<file path="config.mk">
export PLATFORM = sky130hd
export DESIGN_NAME = int_resize_stream
export DESIGN_NICKNAME = d
export VERILOG_FILES = /design/src/rtl/int_resize_stream.sv
export SDC_FILE = /design/constraint.sdc
export NUM_CORES = 1
export LEC_CHECK = 0
export CAP_MARGIN = 20
export CORE_MARGIN = 5
export CORE_UTILIZATION = 47
export DETAILED_ROUTE_END_ITERATION = 7
export PLACE_DENSITY_LB_ADDON = 0.12
export SYNTH_ARGS = -nofsm -noshare
export SYNTH_HDL_FRONTEND = slang
export SYNTH_SLANG_ARGS = --single-unit
export TNS_END_PERCENT = 100
</file>
<file path="constraint.sdc">
create_clock -name clk -period 2.2 [get_ports clk]
set_clock_uncertainty 0.15 [all_clocks]
set_input_delay 0.22 -clock clk [delete_from_list [all_inputs] [get_ports clk]]
set_output_delay 0.22 -clock clk [all_outputs]
set_load 0.1 [all_outputs]
</file>
<file path="src/rtl/int_resize_stream.sv">
// int_resize_stream: multi-lane streaming integer width/signedness converter.
// Each lane is read as an IN_W-bit signed or unsigned integer and re-expressed as an OUT_W-bit
// signed or unsigned integer. Out-of-range lanes raise out_ovf_o. The overflowing lane value
// wraps by default. Define INT_RESIZE_SAT_EN to clamp it to the nearest bound instead.
// The output is registered and backed by a one-entry skid buffer. This gives full throughput,
// and in_ready_o comes straight from a flop.
//
// Ports:
//   clk, rst      clock (rising edge), asynchronous active-high reset
//   in_valid_i    input beat valid
//   in_ready_o    input may be accepted (registered, = !skid full)
//   in_data_i     LANES packed input lanes, lane k = [k*IN_W +: IN_W]
//   out_valid_o   output beat valid
//   out_ready_i   downstream accepts
//   out_data_o    LANES packed converted lanes
//   out_ovf_o     per-lane "value not representable" flag, travels with out_data_o
//   ovf_count_o   saturating count of output transfers with any out_ovf_o bit set
module int_resize_stream #(
  parameter int unsigned IN_W       = 16,
  parameter int unsigned OUT_W      = 8,
  parameter bit          IN_SIGNED  = 1'b1,
  parameter bit          OUT_SIGNED = 1'b1,
  parameter int unsigned LANES      = 2
) (
  input  logic                   clk,
  input  logic                   rst,
  input  logic                   in_valid_i,
  output logic                   in_ready_o,
  input  logic [LANES*IN_W-1:0]  in_data_i,
  output logic                   out_valid_o,
  input  logic                   out_ready_i,
  output logic [LANES*OUT_W-1:0] out_data_o,
  output logic [LANES-1:0]       out_ovf_o,
  output logic [15:0]            ovf_count_o
);

  // Wide enough to hold any input value and both output bounds with a spare sign bit.
  localparam int unsigned VW       = ((IN_W > OUT_W) ? IN_W : OUT_W) + 2;
  localparam int unsigned MaxShift = OUT_SIGNED ? OUT_W - 1 : OUT_W;

  logic signed [VW-1:0] out_max, out_min;
  assign out_max = (VW'(1) << MaxShift) - VW'(1);
  assign out_min = OUT_SIGNED ? -(VW'(1) << (OUT_W - 1)) : '0;

  // Per-lane conversion of the incoming beat.
  logic [LANES*OUT_W-1:0] conv_data;
  logic [LANES-1:0]       conv_ovf;
  logic [IN_W-1:0]        lane;
  logic                   ext;
  logic signed [VW-1:0]   v;

  always_comb begin
    conv_data = '0;
    conv_ovf  = '0;
    lane      = '0;
    ext       = 1'b0;
    v         = '0;
    for (int k = 0; k < LANES; k++) begin
      lane        = in_data_i[k*IN_W +: IN_W];
      ext         = IN_SIGNED ? lane[IN_W-1] : 1'b0;
      v           = {{(VW-IN_W){ext}}, lane};
      conv_ovf[k] = (v > out_max) || (v < out_min);
`ifdef INT_RESIZE_SAT_EN
      if (v > out_max) begin
        conv_data[k*OUT_W +: OUT_W] = out_max[OUT_W-1:0];
      end else if (v < out_min) begin
        conv_data[k*OUT_W +: OUT_W] = out_min[OUT_W-1:0];
      end else begin
        conv_data[k*OUT_W +: OUT_W] = v[OUT_W-1:0];
      end
`else
      // v is already extended per input signedness, so truncation is plain SV wrap.
      conv_data[k*OUT_W +: OUT_W] = v[OUT_W-1:0];
`endif
    end
  end

  // Output register, skid buffer and overflow counter.
  logic                   out_valid_q, out_valid_d;
  logic [LANES*OUT_W-1:0] out_data_q, out_data_d;
  logic [LANES-1:0]       out_ovf_q, out_ovf_d;
  logic                   skid_valid_q, skid_valid_d;
  logic [LANES*OUT_W-1:0] skid_data_q, skid_data_d;
  logic [LANES-1:0]       skid_ovf_q, skid_ovf_d;
  logic [15:0]            cnt_q, cnt_d;
  logic                   in_fire, out_fire;

  assign in_fire  = in_valid_i & ~skid_valid_q;
  assign out_fire = out_valid_q & out_ready_i;

  always_comb begin
    out_valid_d  = out_valid_q;
    out_data_d   = out_data_q;
    out_ovf_d    = out_ovf_q;
    skid_valid_d = skid_valid_q;
    skid_data_d  = skid_data_q;
    skid_ovf_d   = skid_ovf_q;
    cnt_d        = cnt_q;

    if (skid_valid_q) begin
      // No input is accepted while the skid is full; just refill from the skid on drain.
      if (out_fire) begin
        out_data_d   = skid_data_q;
        out_ovf_d    = skid_ovf_q;
        skid_valid_d = 1'b0;
      end
    end else if (!out_valid_q || out_ready_i) begin
      out_valid_d = in_fire;
      if (in_fire) begin
        out_data_d = conv_data;
        out_ovf_d  = conv_ovf;
      end
    end else if (in_fire) begin
      skid_valid_d = 1'b1;
      skid_data_d  = conv_data;
      skid_ovf_d   = conv_ovf;
    end

    if (out_fire && (|out_ovf_q) && (cnt_q != 16'hFFFF)) begin
      cnt_d = cnt_q + 16'd1;
    end
  end

  always_ff @(posedge clk or posedge rst) begin
    if (rst) begin
      out_valid_q  <= 1'b0;
      out_data_q   <= '0;
      out_ovf_q    <= '0;
      skid_valid_q <= 1'b0;
      skid_data_q  <= '0;
      skid_ovf_q   <= '0;
      cnt_q        <= '0;
    end else begin
      out_valid_q  <= out_valid_d;
      out_data_q   <= out_data_d;
      out_ovf_q    <= out_ovf_d;
      skid_valid_q <= skid_valid_d;
      skid_data_q  <= skid_data_d;
      skid_ovf_q   <= skid_ovf_d;
      cnt_q        <= cnt_d;
    end
  end

  assign in_ready_o  = ~skid_valid_q;
  assign out_valid_o = out_valid_q;
  assign out_data_o  = out_data_q;
  assign out_ovf_o   = out_ovf_q;
  assign ovf_count_o = cnt_q;

endmodule
</file>
==> flow_metrics.tcl <==
set metrics [dict create \
    seq_area_frac_synth 0.5376 \
    drv_slew 0 \
    path_class "reg -> reg" \
    gp_congestion 0.7639 \
    seq_area_um2 1369 \
    ys_ff_latch 54 \
    cts_buffers 5 \
    antenna_found_initial 0 \
    synth-edff-count 0 \
    nets 330 \
    ir_worst_vdd_uv 1178 \
    synth_top_area_share 0.5376 \
    netlist_area_um2 2514 \
    die_h_um 83.13 \
    port_buffers 71 \
    syn-num-nets 252 \
    root_buffer "clkbuf_8" \
    critPathArrivalTime_ps 1920 \
    wl_per_cell_um 14.71 \
    antenna_left 0 \
    synth_commonest_cells "54 x dfrtp_1, 22 x nor2_1, 18 x mux2_2" \
    cap_violations 0 \
    drtPass1Iterations 4 \
    synth-main-ff-cell "dfrtp_1" \
    cts_tree "built" \
    fmax_ghz 0.5339 \
    wl_um 5354 \
    synth_most_common_cell "dfrtp_1" \
    grt_pass1_vias 1981 \
    hpwl_um 3993 \
    yosysWarnings 0 \
    syn_inst 215 \
    dpl.cell_count 356 \
    cts_setup_buffers 0 \
    p_leak_nw 1.472 \
    hold_slack_ps 119.3 \
    n_fill_cell 425 \
    start_util 0.4890 \
    die-area_um2 6911 \
    finalCritPeriodShare 0.8513 \
    drive_above_1_share 0.3197 \
    worst_pin_slew_ps 529.0 \
    layoutNonFillerInstCount 364 \
    required_ps 2250 \
    fp-row-count 26 \
    path_cells "ha_1 > nand3_1 > nor4_2 > buf_4 > nor2_1 > mux2_2" \
    syn_avg_cell_area_um2 11.69 \
    grt_max_degree 37 \
    drt_iter0_drc 44 \
    yosys.area.top_type "dfrtp_1" \
    design_area_um2 3420 \
    rrSetupSlack_ps 330 \
    io_pins 72 \
    crit_buf_inv 1 \
    cp_max_fo 8 \
    area_growth_syn_to_layout_pct 36.04 \
    synth.area.top_cells "dfrtp_1 54%, mux2_2 8.1%, mux2i_1 6.4%" \
    critPathSlowestCell "dfrtp_2" \
    clock_path_buffers 2 \
    rsz0062_at_grt "false" \
    drc_errors 0 \
    placed_area_um2 3311 \
    synthDistinctLibCells 36 \
    vias 1921 \
    cts-resized-gates 0 \
    viasPerCell 5.277 \
    ys_async_sr_fraction 1.000 \
    fin_crit_ps 1873 \
    relSlewSlack 0.6468 \
    powerDensity_nw_per_um2 1668 \
    clock-sinks 54 \
    clk_pin_slew_worst_paths_ps 90 \
    gr-usage-all-layers 0.1612 \
    worst_hold_path_type "in -> async" \
    overflow 0 \
    status "completed" \
    crit_path_max_incr_delay_ps 400 \
    critPathLaunchType "register" \
    setup_viol 0 \
    diodes 0 \
    fp.dieW_um 83.13 \
    grt_pass1_wl_um 9135 \
    ctsHoldBuffers 0 \
    htree_levels 2 \
    path_delay_family "simple AND/OR/NAND/NOR gates" \
    tns_ps 0 \
    final-hold-violation-count 0 \
    coreArea_um2 5140 \
    cp-end-kind "register" \
    multiInputGateArea_um2 1105 \
    clock_latency_ps 310 \
]
==> metal layers <==
metal	routed length (um)	up-vias	GRT usage
li1	-	932	-
met1	2210	939	0.1866
met2	2798	45	0.2901
met3	285	5	0.04554
met4	59	0	0.04458
met5	0	-	0
==> worst reg2reg max path: cells and delay by family (launching register included) <==
kind	cells	cell delay, ps
and+or+nand+nor	3	500
DFF	1	400
muxes	1	280
buffers and inverters	1	230
adders and majority gates	1	210
==> kinds of logic after synthesis <==
| kind of cell | Yosys count | synth area share |
|---|---|---|
| and+or+nand+nor | 70 | 0.1563 |
| adders and majority gates | 1 | 0.004977 |
| DFF | 54 | 0.5376 |
| muxes | 34 | 0.1443 |
| buffers and inverters | 13 | 0.02290 |
| xor gates and xnor gates | 15 | 0.05227 |
| AOI/OAI and AO/OA | 28 | 0.08164 |
==> per-stage QoR <==
stage | setup WS, ps | util | total power [mW]
6_report | 327.0 | 0.6653 | 5.702
5_1_grt | 165.7 | 0.6653 | 5.995
4_1_cts | 311.2 | 0.6653 | 5.759
3_5_place_dp | 182.2 | 0.6441 | 5.096
3_3_place_gp | 207.3 | 0.6441 | 5.049
2_1_floorplan | 3.696 | - | 4.274
==> final timing paths <==
path                                       startpoint                          end  depth (start not counted)
setup / recovery           ovf_count_o[1]$_DFFE_PP0P_   ovf_count_o[1]$_DFFE_PP0P_                          6
hold / removal                                    rst  ovf_count_o[13]$_DFFE_PP0P_                          2
setup reg to reg           ovf_count_o[1]$_DFFE_PP0P_   ovf_count_o[1]$_DFFE_PP0P_                          6
hold reg to reg            ovf_count_o[7]$_DFFE_PP0P_   ovf_count_o[7]$_DFFE_PP0P_                          1
max in group asynchronous                         rst   out_data_o[11]$_DFFE_PP0P_                          3
min in group clk           ovf_count_o[7]$_DFFE_PP0P_   ovf_count_o[7]$_DFFE_PP0P_                          1
==> cell type report <==
type,instances,share of cell area
multi-input cells,148,0.3231
clock inverters,3,0.01171
repair buffers,79,0.2137
inverters,5,0.005488
well taps,70,0.02561
flip-flops and latches,54,0.4003
clock buffers,5,0.02012
==> flip-flops by register name, indices dropped and copies added, names as in the netlist <==
register,cells
skid_valid_q,1
out_data_o,16
out_valid_o,1
ovf_count_o,16
out_ovf_o,2
skid_ovf_q,2
skid_data_q,16
==> layout by cell type, fill, tap and decap left out, types with 2 or more instances in the layout <==
cell type        instances
a21oi_1                 16
a31oi_1                  3
and3_1                   2
and4_1                   2
buf_12                   4
buf_4                   40
clkbuf_8                 5
clkdlybuf4s50_1         35
clkinv_2                 2
dfrtp_1                 40
dfrtp_2                 14
inv_1                    4
mux2_2                  18
mux2i_1                 16
nand2_1                  9
nand2b_1                 2
nand3_1                  8
nand4_1                  8
nand4b_1                 2
nor2_1                  22
nor3_1                   5
nor3_2                   2
nor4_1                   2
nor4_2                   2
o21ai_0                  2
o311ai_0                 2
xnor2_1                  7
xor2_1                   8
==> power by group <==
group          internal (mW)  total (mW)  switching, mW
combinational          0.912        3.34           2.42
clock                  0.335       0.650          0.314
sequential              1.41        1.72          0.305
Power figures use the tool's default switching activity.
